### config.mk
export PLATFORM = sky130hd
export DESIGN_NAME = scan_decoder_flat
export DESIGN_NICKNAME = d
export VERILOG_FILES = /design/src/rtl/scan_decoder_pkg.sv /design/src/rtl/scan_decoder_if.sv /design/src/rtl/scan_decoder_onehot.sv /design/src/rtl/scan_decoder.sv /design/src/flat_wrapper.sv
export SDC_FILE = /design/constraint.sdc
export NUM_CORES = 1
export LEC_CHECK = 0
export BUFFER_PORTS_ARGS = -buffer_cell sky130_fd_sc_hd__buf_2
export CELL_PAD_IN_SITES_DETAIL_PLACEMENT = 1
export CELL_PAD_IN_SITES_GLOBAL_PLACEMENT = 2
export CORE_UTILIZATION = 33
export DETAILED_ROUTE_END_ITERATION = 7
export PLACE_DENSITY = 0.8
export RECOVER_POWER = 25
export SYNTH_ARGS = -nofsm -noshare
export SYNTH_HDL_FRONTEND = slang
export SYNTH_SLANG_ARGS = --single-unit
### constraint.sdc
create_clock -name clk -period 3.2 [get_ports clk]
set_input_delay 0.64 -clock clk [delete_from_list [all_inputs] [get_ports clk]]
set_output_delay 0.64 -clock clk [all_outputs]
set_load 0.05 [all_outputs]
### src/rtl/scan_decoder_pkg.sv
`default_nettype none
// ============================================================================
//  Module   : decoder_pkg
//  Purpose  : Shared types for the scan_decoder block: operating-mode and
//             controller-state encodings plus default parameter values.
//  Revision : 1.0  initial release
// ============================================================================
package decoder_pkg;

    // Operating mode as presented on the mode input.
    typedef enum logic [1:0] {
        MODE_LEVEL = 2'b00,
        MODE_PULSE = 2'b01,
        MODE_SCAN  = 2'b10,
        MODE_RSVD  = 2'b11
    } mode_e;

    // Controller state; width fixed at 2 bits.
    typedef enum logic [1:0] {
        ST_IDLE  = 2'b00,
        ST_HOLD  = 2'b01,
        ST_PULSE = 2'b10,
        ST_SCAN  = 2'b11
    } state_e;

    localparam int C_SEL_W_DEF   = 3;
    localparam int C_DWELL_W_DEF = 8;

endpackage : decoder_pkg
`default_nettype wire

### src/rtl/scan_decoder_if.sv
`default_nettype none
// ============================================================================
//  Module   : scan_decoder_if
//  Purpose  : Control/select bundle between an index-issuing master and the
//             scan_decoder. The master drives enable, mode, index and dwell;
//             the decoder returns ready and the registered select outputs.
//  Revision : 1.0  initial release
// ============================================================================
interface scan_decoder_if
    import decoder_pkg::*;
#(
    parameter int SEL_W   = C_SEL_W_DEF,
    parameter int DWELL_W = C_DWELL_W_DEF
);
    localparam int N_OUT = 2 ** SEL_W;

    logic               en;
    mode_e              mode;
    logic [SEL_W-1:0]   din;
    logic               din_valid;
    logic               din_ready;
    logic [DWELL_W-1:0] dwell;
    logic [N_OUT-1:0]   dout;
    logic               active;
    logic               scan_wrap;

    modport master (
        output en, mode, din, din_valid, dwell,
        input  din_ready, dout, active, scan_wrap
    );

    modport slave (
        input  en, mode, din, din_valid, dwell,
        output din_ready, dout, active, scan_wrap
    );

endinterface : scan_decoder_if
`default_nettype wire

### src/rtl/scan_decoder_onehot.sv
`default_nettype none
// ============================================================================
//  Module   : onehot_dec
//  Purpose  : Purely combinational binary index to one-hot vector mapper.
//  Revision : 1.0  initial release
// ============================================================================
module onehot_dec #(
    parameter int SEL_W = 3
) (
    input  logic [SEL_W-1:0]      sel_i,
    output logic [2**SEL_W-1:0]   oh_o
);

    // Set exactly the bit addressed by sel_i.
    always_comb begin
        oh_o        = '0;
        oh_o[sel_i] = 1'b1;
    end

endmodule : onehot_dec
`default_nettype wire

### src/rtl/scan_decoder.sv
`default_nettype none
// ============================================================================
//  Module   : scan_decoder
//  Purpose  : Registered binary-to-one-hot decoder with enable and three
//             modes: LEVEL (held select), PULSE (dwell+1 cycle strobe) and
//             SCAN (walks every output, dwell+1 cycles each, wrap pulse).
//  Revision : 1.0  initial release
// ============================================================================
module scan_decoder
    import decoder_pkg::*;
#(
    parameter int SEL_W   = C_SEL_W_DEF,
    parameter int DWELL_W = C_DWELL_W_DEF
) (
    input  wire logic         clk,
    input  wire logic         rst,
    scan_decoder_if.slave     bus
);

    localparam int N_OUT = 2 ** SEL_W;

    state_e             state_q, state_d;
    mode_e              mode_q;
    logic [SEL_W-1:0]   idx_q, idx_d;
    logic [DWELL_W-1:0] cnt_q, cnt_d;
    logic [N_OUT-1:0]   dout_q, dout_d;
    logic               active_q, active_d;
    logic               wrap_q, wrap_d;

    logic               w_mode_chg;
    logic               w_force_idle;
    logic               w_ready;
    logic               w_accept;
    logic [SEL_W-1:0]   w_dec_sel;
    logic [N_OUT-1:0]   w_oh;

    // A mode switch is only meaningful while enabled; it costs one idle cycle.
    assign w_mode_chg   = (bus.mode != mode_q);
    assign w_force_idle = !bus.en || w_mode_chg || (bus.mode == MODE_RSVD);

    // Ready is withheld during a mode-change cycle because that cycle always
    // lands in IDLE, so an index presented then could not be honoured.
    assign w_ready  = bus.en && !rst && !w_mode_chg &&
                      ((bus.mode == MODE_LEVEL) ||
                       ((bus.mode == MODE_PULSE) && (state_q != ST_PULSE)));
    assign w_accept = bus.din_valid && w_ready;

    // Single decoder shared by all modes: SCAN decodes the walking index,
    // LEVEL/PULSE decode the incoming index.
    assign w_dec_sel = (state_d == ST_SCAN) ? idx_d : bus.din;

    onehot_dec #(
        .SEL_W (SEL_W)
    ) u_onehot (
        .sel_i (w_dec_sel),
        .oh_o  (w_oh)
    );

    // State, counters and registered outputs; reset dominates everything.
    always_ff @(posedge clk) begin
        if (rst) begin
            state_q  <= ST_IDLE;
            mode_q   <= MODE_LEVEL;
            idx_q    <= '0;
            cnt_q    <= '0;
            dout_q   <= '0;
            active_q <= 1'b0;
            wrap_q   <= 1'b0;
        end else begin
            state_q  <= state_d;
            mode_q   <= bus.mode;
            idx_q    <= idx_d;
            cnt_q    <= cnt_d;
            dout_q   <= dout_d;
            active_q <= active_d;
            wrap_q   <= wrap_d;
        end
    end

    // Next-state: mode sequencing, pulse countdown and scan walk.
    always_comb begin
        state_d = state_q;
        idx_d   = idx_q;
        cnt_d   = cnt_q;
        if (w_force_idle) begin
            state_d = ST_IDLE;
            idx_d   = '0;
            cnt_d   = '0;
        end else begin
            case (bus.mode)
                MODE_LEVEL: begin
                    if (w_accept) begin
                        state_d = ST_HOLD;
                    end
                end
                MODE_PULSE: begin
                    if (state_q == ST_PULSE) begin
                        if (cnt_q == '0) begin
                            state_d = ST_IDLE;
                        end else begin
                            cnt_d = cnt_q - DWELL_W'(1);
                        end
                    end else if (w_accept) begin
                        state_d = ST_PULSE;
                        cnt_d   = bus.dwell;
                    end
                end
                MODE_SCAN: begin
                    if (state_q != ST_SCAN) begin
                        state_d = ST_SCAN;
                        idx_d   = '0;
                        cnt_d   = bus.dwell;
                    end else if (cnt_q == '0) begin
                        // Natural SEL_W-bit wrap gives modulo N_OUT.
                        idx_d = idx_q + SEL_W'(1);
                        cnt_d = bus.dwell;
                    end else begin
                        cnt_d = cnt_q - DWELL_W'(1);
                    end
                end
                default: begin
                    state_d = ST_IDLE;
                end
            endcase
        end
    end

    // Output next values, derived from the state being entered.
    always_comb begin
        dout_d = dout_q;
        case (state_d)
            ST_IDLE:  dout_d = '0;
            ST_HOLD:  if (w_accept) dout_d = w_oh;
            ST_PULSE: if (state_q != ST_PULSE) dout_d = w_oh;
            ST_SCAN:  dout_d = w_oh;
            default:  dout_d = '0;
        endcase
        active_d = |dout_d;
        wrap_d   = (state_q == ST_SCAN) && (state_d == ST_SCAN) &&
                   (cnt_q == '0) && (&idx_q);
    end

    assign bus.din_ready = w_ready;
    assign bus.dout      = dout_q;
    assign bus.active    = active_q;
    assign bus.scan_wrap = wrap_q;

endmodule : scan_decoder
`default_nettype wire

### src/flat_wrapper.sv
// flat-port wrapper written by rule: the top's interface ports become plain ports
module scan_decoder_flat import decoder_pkg::*;
#(
    parameter int SEL_W   = C_SEL_W_DEF,
    parameter int DWELL_W = C_DWELL_W_DEF
)
  (clk, rst, bus_en, bus_mode, bus_din, bus_din_valid, bus_dwell, bus_din_ready, bus_dout, bus_active, bus_scan_wrap);
  scan_decoder_if #(.SEL_W(SEL_W), .DWELL_W(DWELL_W)) bus_i ();
  input  wire logic clk;
  input  wire logic rst;
  input wire logic [$bits(bus_i.en)-1:0] bus_en;
  input wire logic [$bits(bus_i.mode)-1:0] bus_mode;
  input wire logic [$bits(bus_i.din)-1:0] bus_din;
  input wire logic [$bits(bus_i.din_valid)-1:0] bus_din_valid;
  input wire logic [$bits(bus_i.dwell)-1:0] bus_dwell;
  output wire logic [$bits(bus_i.din_ready)-1:0] bus_din_ready;
  output wire logic [$bits(bus_i.dout)-1:0] bus_dout;
  output wire logic [$bits(bus_i.active)-1:0] bus_active;
  output wire logic [$bits(bus_i.scan_wrap)-1:0] bus_scan_wrap;
  assign bus_i.en = bus_en;
  assign bus_i.mode = bus_mode;
  assign bus_i.din = bus_din;
  assign bus_i.din_valid = bus_din_valid;
  assign bus_i.dwell = bus_dwell;
  assign bus_din_ready = bus_i.din_ready;
  assign bus_dout = bus_i.dout;
  assign bus_active = bus_i.active;
  assign bus_scan_wrap = bus_i.scan_wrap;
  scan_decoder #(.SEL_W(SEL_W), .DWELL_W(DWELL_W)) u_core (.clk(clk), .rst(rst), .bus(bus_i));
endmodule
# ---- After elaboration in Yosys (flattened, before gate mapping)
# Cells that the tools add are included.
dict set report word_totals {
  ff_bits 25
  inputBits 17
}
dict set report classes {
  addsub 2
  order_cmp 2
  n_eq_ne 13
  n_mux 23
  n_reduce_logical 23
}
# cell count
set op_table {}
lappend op_table {{2-to-1 mux 8 bit} 7}
lappend op_table {{case mux 8 bit (4 select lines)} 1}
lappend op_table {{case mux 8 bit (2 select lines)} 1}
lappend op_table {{2-to-1 mux 3 bit} 5}
lappend op_table {{== test 2 bit, second input constant} 6}
lappend op_table {{2-to-1 mux 2 bit} 6}
lappend op_table {{logical AND 1 bit} 9}
lappend op_table {{zero test 8 bit} 1}
lappend op_table {{OR reduction 8 bit} 1}
lappend op_table {{subtractor 8 x 1 -> 8 bit, second input constant} 1}
lappend op_table {{case mux 2 bit (3 select lines)} 1}
lappend op_table {{AND reduction 3 bit} 2}
lappend op_table {{== test 2 x 1 -> 1 bit, second input constant} 2}
lappend op_table {{zero test 2 bit} 2}
lappend op_table {{less-than comparator 3 x 4 -> 1 bit, second input constant} 1}
lappend op_table {{!= test 2 bit, second input constant} 2}
lappend op_table {{adder 3 x 1 -> 3 bit, second input constant} 1}
lappend op_table {{demux 1 bit (select 3 bit)} 1}
lappend op_table {{>= comparator 3 x 1 -> 1 bit, second input constant} 1}
lappend op_table {{zero test 1 bit} 3}
lappend op_table {{logical OR 1 bit} 3}
lappend op_table {{!= test 3 x 2 -> 1 bit, second input constant} 1}
lappend op_table {{!= test 3 bit, second input constant} 1}
lappend op_table {{!= test 2 bit} 1}
lappend op_table {{3 further kinds} 3}

# ---- Logic depth before layout (Yosys ltp)
# Gate-level depths: netlist of the first run.
dict set report depth {
  ltp_word 18
  depth_mapped 11
}

# ---- Modules after synthesis
# A second synthesis of the first run with hierarchy kept.
dict set report hier_totals {
  cells_unflattened 193
  hier_area_um2 1660.3
}
# module n_inst cells_per_inst area_per_inst_um2 seq_area_each_um2
set modules_own_cells {}
lappend modules_own_cells {scan_decoder 1 185 1595.3 500.5}
lappend modules_own_cells {onehot_dec 1 8 65.1 0.0}

# ---- Worst setup path after synthesis of the first run
# No wires, ideal clock.
dict set report synth_path {
  kind {input to output}
  startpoint {input port bus_mode[1]}
  endpoint {output port bus_din_ready}
  arrival_ns 2.318
  setup_slack_ns 0.242
  stages 5
  n_path_buf 1
  cell_sequence {inv_1 -> ha_1 -> clkbuf_1 -> a21oi_1 -> nor3_1}
}
dict set report synth_between {
  elab_chain_cells 4
  elab_cells_between_ends 8
  classes_between {2 x eq/ne; 6 x reduce/logical}
}
# element line
set synth_rtl {}
lappend synth_rtl {{from (decl)} flat_wrapper.sv:12} ;# input wire logic [$bits(bus_i.mode)-1:0] bus_mode;
lappend synth_rtl {{!= test 2 bit or == test 2 x 1 -> 1 bit (tied branches)} {scan_decoder.sv:38, scan_decoder.sv:45}}
lappend synth_rtl {{zero test 1 bit or logical AND 1 bit (tied branches)} {scan_decoder.sv:43, scan_decoder.sv:45}}
lappend synth_rtl {{logical AND 1 bit or logical OR 1 bit (tied branches)} {scan_decoder.sv:43, scan_decoder.sv:44}}
lappend synth_rtl {{logical AND 1 bit *} scan_decoder.sv:43} ;# assign w_ready = bus.en && !rst && !w_mode_chg &&
lappend synth_rtl {{to (decl)} flat_wrapper.sv:16} ;# output wire logic [$bits(bus_i.din_ready)-1:0] bus_din_ready;
# Mark *: on every way between the ends. The rest lies on a longest branch, timed or not.

# ---- Worst setup path in the final report of the first run
dict set report layout_path {
  startpoint {input port bus_mode[1]}
  endpoint {register u_core.dout_q[6], in the netlist u_core.bus.dout[6]}
}
dict set report layout_between {
  elab_chain_cells 17
  elab_cells_between_ends 33
  classes_between {2 x order compare; 7 x eq/ne; 13 x mux; 11 x reduce/logical}
}
# element line
set layout_rtl {}
lappend layout_rtl {{!= test 2 bit or == test 2 x 1 -> 1 bit (tied branches)} {scan_decoder.sv:38, scan_decoder.sv:45, scan_decoder.sv:90}}
lappend layout_rtl {{zero test 1 bit or logical AND 1 bit (tied branches)} {scan_decoder.sv:43, scan_decoder.sv:45}}
lappend layout_rtl {{logical AND 1 bit or logical OR 1 bit (tied branches)} {scan_decoder.sv:43, scan_decoder.sv:44}}
lappend layout_rtl {{logical AND 1 bit} scan_decoder.sv:43}
lappend layout_rtl {{logical AND 1 bit} scan_decoder.sv:46} ;# assign w_accept = bus.din_valid && w_ready;
lappend layout_rtl {{2-to-1 mux 2 bit} scan_decoder.sv:103} ;# end else if (w_accept) begin
lappend layout_rtl {{2-to-1 mux 2 bit} scan_decoder.sv:97} ;# if (state_q == ST_PULSE) begin
lappend layout_rtl {{case mux 2 bit (3 select lines)} scan_decoder.sv:90} ;# case (bus.mode)
lappend layout_rtl {{2-to-1 mux 2 bit} scan_decoder.sv:85} ;# if (w_force_idle) begin
lappend layout_rtl {{== test 2 bit} {scan_decoder.sv:50, scan_decoder.sv:131}}
lappend layout_rtl {{2-to-1 mux 3 bit} scan_decoder.sv:50} ;# assign w_dec_sel = (state_d == ST_SCAN) ? idx_d : bus.din;
lappend layout_rtl {{less-than comparator 3 x 4 -> 1 bit (implied by the code) or >= comparator 3 x 1 -> 1 bit (tied branches)} scan_decoder_onehot.sv:17} ;# oh_o[sel_i] = 1'b1;
lappend layout_rtl {{logical AND 1 bit (implied by the code)} scan_decoder_onehot.sv:17}
lappend layout_rtl {{2-to-1 mux 1 bit (implied by the code)} scan_decoder_onehot.sv:17}
lappend layout_rtl {{demux 1 bit (select 3 bit)} scan_decoder_onehot.sv:17}
lappend layout_rtl {{2-to-1 mux 8 bit, on equally long branches} {scan_decoder.sv:134, scan_decoder.sv:133}}
lappend layout_rtl {{case mux 8 bit (4 select lines) *} scan_decoder.sv:131} ;# case (state_d)
lappend layout_rtl {{to (signal assigned)} scan_decoder.sv:74} ;# dout_q <= dout_d;
lappend layout_rtl {{to (decl)} scan_decoder.sv:26} ;# logic [N_OUT-1:0] dout_q, dout_d;
# Marks and branches as above.
# A chain may end at the register's enable or synchronous reset.

==> impl_metrics.ini, run 1 <==
[outcome]
status = completed

[drt]
antenna_left = 0
wl_per_cell_microns = 14.5
viasPerCell = 5.38
dr.first_iter.drc_count = 106
drt-pass1-iter-count = 4
num_vias = 1674
route.detailed.drc = 0
routed_wl_microns = 4500

[global_routing]
grt_usage_pct = 18.2
grt_pass1_wl_microns = 7790
grt-ovfl-total = 0
grt_max_degree = 22
antenna_found_initial = 0
grt_pass1_vias = 1616

[critical_path]
start_kind = input port
cp-end-kind = flip-flop
crit_required_ns = 3.34
crit_slowest_cell = o31ai_2
critPathKind = input port to flip-flop
crit_chain = buf_2 > xnor2_1 > nand4_2 > mux2i_1 > o31ai_2 > a21oi_1 > a221oi_1 > nor2_1
critical-path-max-stage-delay_ns = 0.58
worstPathArrival_ns = 2.69
cp_max_fo = 10

[synthesis]
netlist_instances = 214
synthArstFlopShare_pct = 0
synth_ff_type = dfxtp_1
syn_nets = 239
synth_edf_count = 0
syn_area_sq_um = 1710
synth_area_per_cell_sq_um = 7.99
synth_cell_types = 56
ys_seq_area_share_pct = 29.3
yosys_warnings = 0
ys_ff_latch = 25

[floorplan]
die_w_microns = 74.0
dieArea_sq_um = 5470
core_area_sq_um = 4850
initial_core_util_pct = 35.3
rows = 25
die_h_microns = 74.0
pin_count = 28

[pwr]
finalPower_mw = 0.610
ir_drop_uv = 137
power_density_nw_per_um2 = 310
power_leakage_nw = 0.803

[timing]
rsz0062_at_grt = no
setup_tns_ns = 0
fin_crit_sh_pct = 79.7
setup_viol = 0
tightest_slew_ns = 0.666
fmax_mhz = 392
maxSlewViolCount = 0
fin_crit_ns = 2.55
slew_headroom_pct = 55.6
finClkSkew_ns = 0.00401
hold_viol = 0
holdWs_ns = 0.550

[place]
port_buffers = 27
dp_cells = 307
place.gp.congestion = 0.749
placed_area_sq_um = 1940
place_hpwl_microns = 3470

[clock_network]
ctsResizeCount = 0
hold_buffers = 0
tritoncts = done
cts.reportedPaths.clkPinSlew_ns = 0.09
cts_buffers = 3
clkSinkCount = 25
cts_setup_buffers = 0
htreeDepth = 1
cts_root_buffer = clkbuf_8
clock_latency_ns = 0.27
clk_path_buf_depth = 2

[layout]
nNetsFinal = 270
fin_area_sq_um = 1970
fillers = 606
antennaDiodeCount = 0
drive_above_1_share_pct = 19.3
syn_to_final_growth_pct = 15.2
fin_cells = 311

[min_path]
worstHoldPathType = flip-flop to flip-flop

[flow_run]
maxCapViolCount = 0
-- worst paths after layout --
check,endpoint,start,slack [ns],cells after the start
min,u_core.cnt_q[0]$_SDFFE_PP0P_,u_core.cnt_q[0]$_SDFFE_PP0P_,0.55,2
max reg2reg,u_core.bus.dout[5]$_SDFF_PP0_,u_core.cnt_q[0]$_SDFFE_PP0P_,0.67,10
max,u_core.bus.dout[6]$_SDFF_PP0_,bus_mode[1],0.65,8
min reg2reg,u_core.cnt_q[0]$_SDFFE_PP0P_,u_core.cnt_q[0]$_SDFFE_PP0P_,0.55,2
-- worst max-delay path, delay by kind of cell --
| kind | cells | cell delay, ns |
|---|---|---|
| compound gates | 3 | 1.01 |
| simple gates | 2 | 0.39 |
| buf+inv | 1 | 0.14 |
| mux | 1 | 0.23 |
| xor+xnor | 1 | 0.28 |
-- where the power goes --
part / switching, mW / total [mW] / internal (mW)
clock network: 0.105 / 0.194 / 0.0891
logic: 0.0595 / 0.0986 / 0.0391
registers: 0.00286 / 0.317 / 0.314
-- stage by stage --
step                      utilization [%]  setup slack [ns]
after floorplan                         -             0.242
after global placement               40.0             0.474
after detailed placement             40.0             0.353
after CTS                            40.9             0.668
after global routing                 40.6             0.377
final                                40.6             0.650
-- cell usage in the layout, fill, tap and decap left out, drive strengths merged, types with 3 or more instances in the layout --
cell type	instances
dfxtp	25
nand3b	3
ha	8
nand2	23
a21oi	17
nor3	8
mux2i	4
nor4	3
nand2b	4
buf	26
o21ai	16
a22oi	11
o31ai	3
clkbuf	13
nand4	3
nor2	25
and2	3
nor3b	3
inv	10
-- logic make-up (layout without fill, tap and decap cells) --
kind of cell	after synthesis	count (layout)	synth area share, %
and+or+nand+nor	92	92	29.9
AOI/OAI and AO/OA	62	62	25.2
DFF	25	25	29.3
buffers and inverters	19	49	5.12
adders and majority gates	8	8	5.86
muxes	6	6	3.66
xor gates and xnor gates	2	2	1.03
-- area by class of cell --
| cell class | instances | area (sq um) | area share (%) |
|---|---|---|---|
| clock buffers | 4 | 45.0 | 2.29 |
| inverters | 10 | 37.5 | 1.91 |
| multi-input cells | 170 | 1120 | 56.9 |
| flip-flops and latches | 25 | 500 | 25.4 |
| well taps | 67 | 83.8 | 4.26 |
| repair buffers | 35 | 181 | 9.21 |
-- routing by layer --
metal / global-route usage (%) / routed length (microns)
met1: 25.9 / 2330
met2: 29.4 / 2060
met3: 2.03 / 91
met4: 4.49 / 22
met5: 0 / 0
-- sequential cells by signal, summed over array words and instances, names as in the netlist --
| name | flops |
|---|---|
| u_core.cnt_q | 8 |
| u_core.mode_q | 2 |
| u_core.bus.active | 1 |
| u_core.bus.scan_wrap | 1 |
| u_core.bus.dout | 8 |
| u_core.state_q | 2 |
| u_core.idx_q | 3 |
-- Yosys cell counts, types with 2 or more instances --
master | count | area [sq um]
o31ai_1 | 2 | 15.0
nor2_1 | 25 | 93.8
a211oi_1 | 2 | 15.0
a22oi_1 | 10 | 75.1
nand2_1 | 23 | 86.3
nand2b_1 | 4 | 25.0
dfxtp_1 | 25 | 500
a32oi_1 | 2 | 17.5
a21oi_1 | 17 | 85.1
nor4_1 | 2 | 12.5
nor3b_1 | 2 | 15.0
nand3_1 | 2 | 10.0
nor2b_1 | 2 | 12.5
inv_1 | 9 | 33.8
clkbuf_1 | 5 | 18.8
o21ai_0 | 15 | 75.1
mux2_2 | 2 | 22.5
mux2i_1 | 4 | 40.0
xnor2_1 | 2 | 17.5
a221oi_1 | 2 | 17.5
and4b_1 | 2 | 20.0
nor3_1 | 8 | 40.0
ha_1 | 8 | 100
and2_1 | 2 | 12.5
buf_2 | 2 | 10.0
nand3b_1 | 3 | 22.5
nand4b_1 | 2 | 17.5
nand4_1 | 2 | 12.5
(Power assumes the default switching activity.)
==> inputs of run 2 (changes only) <==
Settings changed: CORE_UTILIZATION 33 to 29, PLACE_DENSITY 0.8 to 0.74.
Clock period 3.2 ns to 2.08 ns, I/O delays scaled along.
==> impl_metrics.ini, run 2 (synthesized netlist as in run 1, its figures left out) <==
[pwr]
seqPwrFrac_pct = 45.4
switching_share_pct = 30.1
p_int_mw = 0.751
p_switching_mw = 0.324
power_leakage_nw = 1.17
ir_drop_uv = 209
power_density_nw_per_um2 = 409
finalPower_mw = 1.08
pwr-share-comb_pct = 23.7
p_clk_share_pct = 31.0

[global_routing]
grt_pass1_wl_microns = 8690
grt_usage_pct = 17.8
grt_busiest_layer = met2
antenna_found_initial = 0
grt-ovfl-total = 0
grtUsageMet3_pct = 2.99
grt_pass1_vias = 1859
grt_max_degree = 20
use_met1_pct = 22.5
grt_use_met2_pct = 31.6

[flow_run]
maxCapViolCount = 0

[layout]
final_cell_mix = buf_4, nor2_1, dfxtp_1
layout.cells.most_common = buf_4
fillers = 698
syn_to_final_growth_pct = 54.0
antennaDiodeCount = 0
drive_above_1_share_pct = 46.3
nNetsFinal = 320

[timing]
setup_tns_ns = -0.0308
hold_viol = 0
tightest_slew_ns = 0.612
fin_crit_ns = 2.11
fmax_mhz = 474
setup_viol = 1
rsz0062_at_grt = yes
finClkSkew_ns = 0.00574
fin_ws_ns = -0.0308
slew_headroom_pct = 59.4
maxSlewViolCount = 0
fin_crit_sh_pct = 101

[drt]
antenna_left = 0
viasPerCell = 5.11
routed_wl_microns = 5560
route.detailed.drc = 0
wl_per_cell_microns = 15.2
dr.first_iter.drc_count = 58
drt-pass1-iter-count = 4
num_vias = 1871

[outcome]
status = finished, violations left
violations = negative setup slack

[critical_path]
worstPathArrival_ns = 2.34
rr_endpoint = u_core.bus.dout[5]$_SDFF_PP0_
reg2reg_slack_ns = -0.01
rr_startpoint = u_core.cnt_q[0]$_SDFFE_PP0P_
start_kind = input port
cp-end-kind = flip-flop
cp_max_fo = 5
crit_required_ns = 2.31
reg2reg_depth = 10
critPathKind = input port to flip-flop

[floorplan]
pin_count = 28
dieArea_sq_um = 6200
core_area_sq_um = 5610
die_w_microns = 78.8
die_h_microns = 78.8
initial_core_util_pct = 30.5
rows = 27

[min_path]
hold_path_depth = 5
min_to = u_core.cnt_q[1]$_SDFFE_PP0P_
hold_start = bus_dwell[1]
worstHoldPathType = input port to flip-flop

[clock_network]
cts_root_buffer = clkbuf_8
clk_path_buf_depth = 2
hold_buffers = 0
clkSinkCount = 25
cts.reportedPaths.clkPinSlew_ns = 0.11
clock_latency_ns = 0.28
htreeDepth = 1
cts_buffers = 3
tritoncts = done

[place]
place_hpwl_microns = 3980
place.gp.congestion = 0.770
port_buffers = 27
## run 2: through the flow
stage / util, % / setup WS [ns] / area (sq um) / cells / hold WS [ns]
after floorplan: - / -0.0327 / 1740 / 214 / 0.500
after global placement: 41.1 / -0.163 / 2300 / 353 / 0.534
after CTS: 43.3 / -0.0164 / 2430 / 359 / 0.465
after global routing: 46.9 / -0.139 / 2630 / 366 / 0.517
after detailed placement: 41.1 / -0.275 / 2300 / 353 / 0.541
final: 46.9 / -0.0308 / 2630 / 366 / 0.490
## run 2: worst max-delay path, stage by stage
cell and delay (ns):
clkbuf_1 0.21, inv_1 0.10, buf_4 0.16, ha_1 0.19
buf_4 0.16, and3_4 0.17, buf_12 0.13, a22oi_4 0.12
inv_2 0.05, or4_4 0.51, a21oi_2 0.13
## run 2: layout make-up
cell class | instances | area (sq um) | area share, %
clock buffer | 3 | 41.3 | 1.57
timing repair buffer | 85 | 621 | 23.6
clock inverter | 1 | 8.76 | 0.333
inverter | 10 | 37.5 | 1.43
tap | 72 | 90.1 | 3.42
sequential | 25 | 503 | 19.1
multi-input combinational | 170 | 1330 | 50.6
## run 2: how the worst max path moves through the flow
| stage | cells past startpoint | end | startpoint | slack (ns) |
|---|---|---|---|---|
| detailed placement | 8 | u_core.bus.dout[6]$_SDFF_PP0_ | bus_mode[0] | -0.27 |
| CTS | 10 | u_core.bus.dout[5]$_SDFF_PP0_ | u_core.cnt_q[0]$_SDFFE_PP0P_ | -0.02 |
| finish | 11 | u_core.bus.dout[5]$_SDFF_PP0_ | bus_mode[0] | -0.03 |
| global route | 11 | u_core.bus.dout[3]$_SDFF_PP0_ | u_core.cnt_q[0]$_SDFFE_PP0P_ | -0.14 |
| floorplan | 10 | u_core.bus.dout[5]$_SDFF_PP0_ | u_core.cnt_q[0]$_SDFFE_PP0P_ | -0.03 |
| global placement | 11 | u_core.bus.active$_SDFF_PP0_ | bus_mode[1] | -0.16 |
## run 2: power by group through the flow
stage          registers, mW  logic [mW]  clock network (mW)
6_report               0.488       0.255               0.333
3_5_place_dp           0.498       0.200                   0
3_3_place_gp           0.498       0.197                   0
2_1_floorplan          0.499       0.104                   0
4_1_cts                0.487       0.213               0.346
5_1_grt                0.489       0.280               0.367
## run 2: routing by layer
layer	wire length, microns	vias to the layer above
li1	-	942
met1	2550	913
met2	2890	12
met3	79	4
met4	48	0
met5	0	-
## run 2: timing repair
action	in CTS	in global routing
buffers inserted	2	7
setup endpoints to repair	17	17
pin swaps	5	15
gates resized for setup	14	37
==> inputs of run 3 (changes only) <==
Settings changed: CORE_MARGIN set to 3.
==> impl_metrics.ini, run 3 (synthesized netlist as in run 1, its figures left out) <==
[layout]
syn_to_final_growth_pct = 44.9
final_cell_mix = buf_4, nor2_1, nand2_1, dfxtp_1, buf_2
drive_above_1_share_pct = 41.2
antennaDiodeCount = 0
layout.cells.most_common = buf_4
fillers = 710
post-route-util_pct = 44.2
nNetsFinal = 315
fin_area_sq_um = 2480

[place]
place.gp.congestion = 0.785
place_hpwl_microns = 3980
port_buffers = 27
placed_area_sq_um = 2290
dpl_worst_slack_ns = -0.314

[global_routing]
antenna_found_initial = 0
grt_pass1_vias = 1823
grt_usage_pct = 16.3
grt_max_degree = 20
grt_pass1_wl_microns = 8620
grt-ovfl-total = 0

[clock_network]
cts_root_buffer = clkbuf_8
cts.reportedPaths.clkPinSlew_ns = 0.10
htreeDepth = 1
clk_path_buf_depth = 2
tritoncts = done
clock_latency_ns = 0.28
cts_buffers = 3
clkSinkCount = 25

[pwr]
power_leakage_nw = 1.11
power_density_nw_per_um2 = 411
ir_drop_uv = 223

[floorplan]
dieArea_sq_um = 6850
initial_core_util_pct = 30.5
rows = 27
core_area_sq_um = 5610
pin_count = 28
die_h_microns = 82.8
die_w_microns = 82.8

[drt]
antenna_left = 0
num_vias = 1827
route.detailed.drc = 0
wl_per_cell_microns = 14.3
drt-pass1-iter-count = 4
dr.first_iter.drc_count = 61
routed_wl_microns = 5150
viasPerCell = 5.06

[timing]
fin_crit_ns = 2.05
fin_ws_ns = 0.0341
setup_tns_ns = 0
rsz0062_at_grt = yes
fmax_mhz = 489
fin_crit_sh_pct = 98.4
slew_headroom_pct = 59.8
hold_viol = 0
setup_viol = 0
tightest_slew_ns = 0.605
maxSlewViolCount = 0
finClkSkew_ns = 0.00459

[critical_path]
start_kind = flip-flop
cp-end-kind = flip-flop
critPathKind = flip-flop to flip-flop
cp_max_fo = 5
crit_required_ns = 2.31
worstPathArrival_ns = 2.27

[outcome]
status = completed

[flow_run]
maxCapViolCount = 0

[min_path]
worstHoldPathType = input port to flip-flop
==> run 3: cell types whose count changed in the layout (fill, tap and decap cells not counted), moves of 2 or more <==
| cell | previous run | this run |
|---|---|---|
| a22oi_1 | 6 | 9 |
| o21ai_0 | 7 | 12 |
| buf_6 | 4 | 1 |
| buf_12 | 3 | 1 |
| nor4b_4 | 2 | 0 |
| o21ai_2 | 4 | 0 |
| a22oi_2 | 4 | 1 |
| nor4b_2 | 0 | 2 |
| a21oi_1 | 13 | 15 |
==> run 3: worst paths after layout <==
| path | slack (ns) | endpoint | startpoint | depth (start not counted) |
|---|---|---|---|---|
| max | 0.03 | u_core.bus.dout[5]$_SDFF_PP0_ | u_core.cnt_q[1]$_SDFFE_PP0P_ | 9 |
| min | 0.44 | u_core.mode_q[1]$_SDFF_PP0_ | bus_mode[1] | 3 |
| max reg2reg | 0.03 | u_core.bus.dout[5]$_SDFF_PP0_ | u_core.cnt_q[1]$_SDFFE_PP0P_ | 9 |
| min reg2reg | 0.56 | u_core.bus.dout[0]$_SDFF_PP0_ | u_core.bus.dout[0]$_SDFF_PP0_ | 2 |
==> run 3: what timing repair did <==
item                                    4_1_cts  5_1_grt
gates resized for setup                       7       21
pin swaps                                     1        6
setup buffers                                 0        4
endpoints found under the setup margin       11       16
endpoints found under the hold margin         0        0
hold buffers                                  0        0
==> run 3: cell type report <==
class | count | area, sq um | area share [%]
tap | 72 | 90.1 | 3.64
clock buffer | 3 | 41.3 | 1.67
sequential | 25 | 504 | 20.4
multi-input combinational | 170 | 1250 | 50.5
timing repair buffer | 80 | 546 | 22.0
inverter | 10 | 37.5 | 1.52
clock inverter | 1 | 8.76 | 0.354
==> run 3: worst max-delay path, cell delays in order (launching register included) <==
cell and delay [ns]:
dfxtp_2 0.34, inv_2 0.06, ha_4 0.12, nor3b_4 0.23, and2_4 0.23, and3_4 0.23, mux2_4 0.17, nand2_4 0.06
or4_4 0.42, a21oi_2 0.14
==> run 3: routing by layer <==
metal | global-route usage, % | vias to the layer above | wire [microns]
met4 | 3.43 | 0 | 44
li1 | - | 933 | -
met5 | 0 | - | 0
met1 | 21.0 | 876 | 2400
met3 | 2.59 | 4 | 98
met2 | 28.5 | 14 | 2610
==> run 3: metrics by stage <==
stage	instances	total power, mW	hold WS (ns)
2_1_floorplan	214	0.604	0.500
3_3_place_gp	353	0.693	0.538
3_5_place_dp	353	0.698	0.549
4_1_cts	357	1.04	0.421
5_1_grt	361	1.08	0.472
6_report	361	1.02	0.445
==> run 3: where the power goes <==
group | internal (mW) | switching, mW
clock | 0.141 | 0.177
sequential | 0.483 | 0.00465
combinational | 0.103 | 0.109
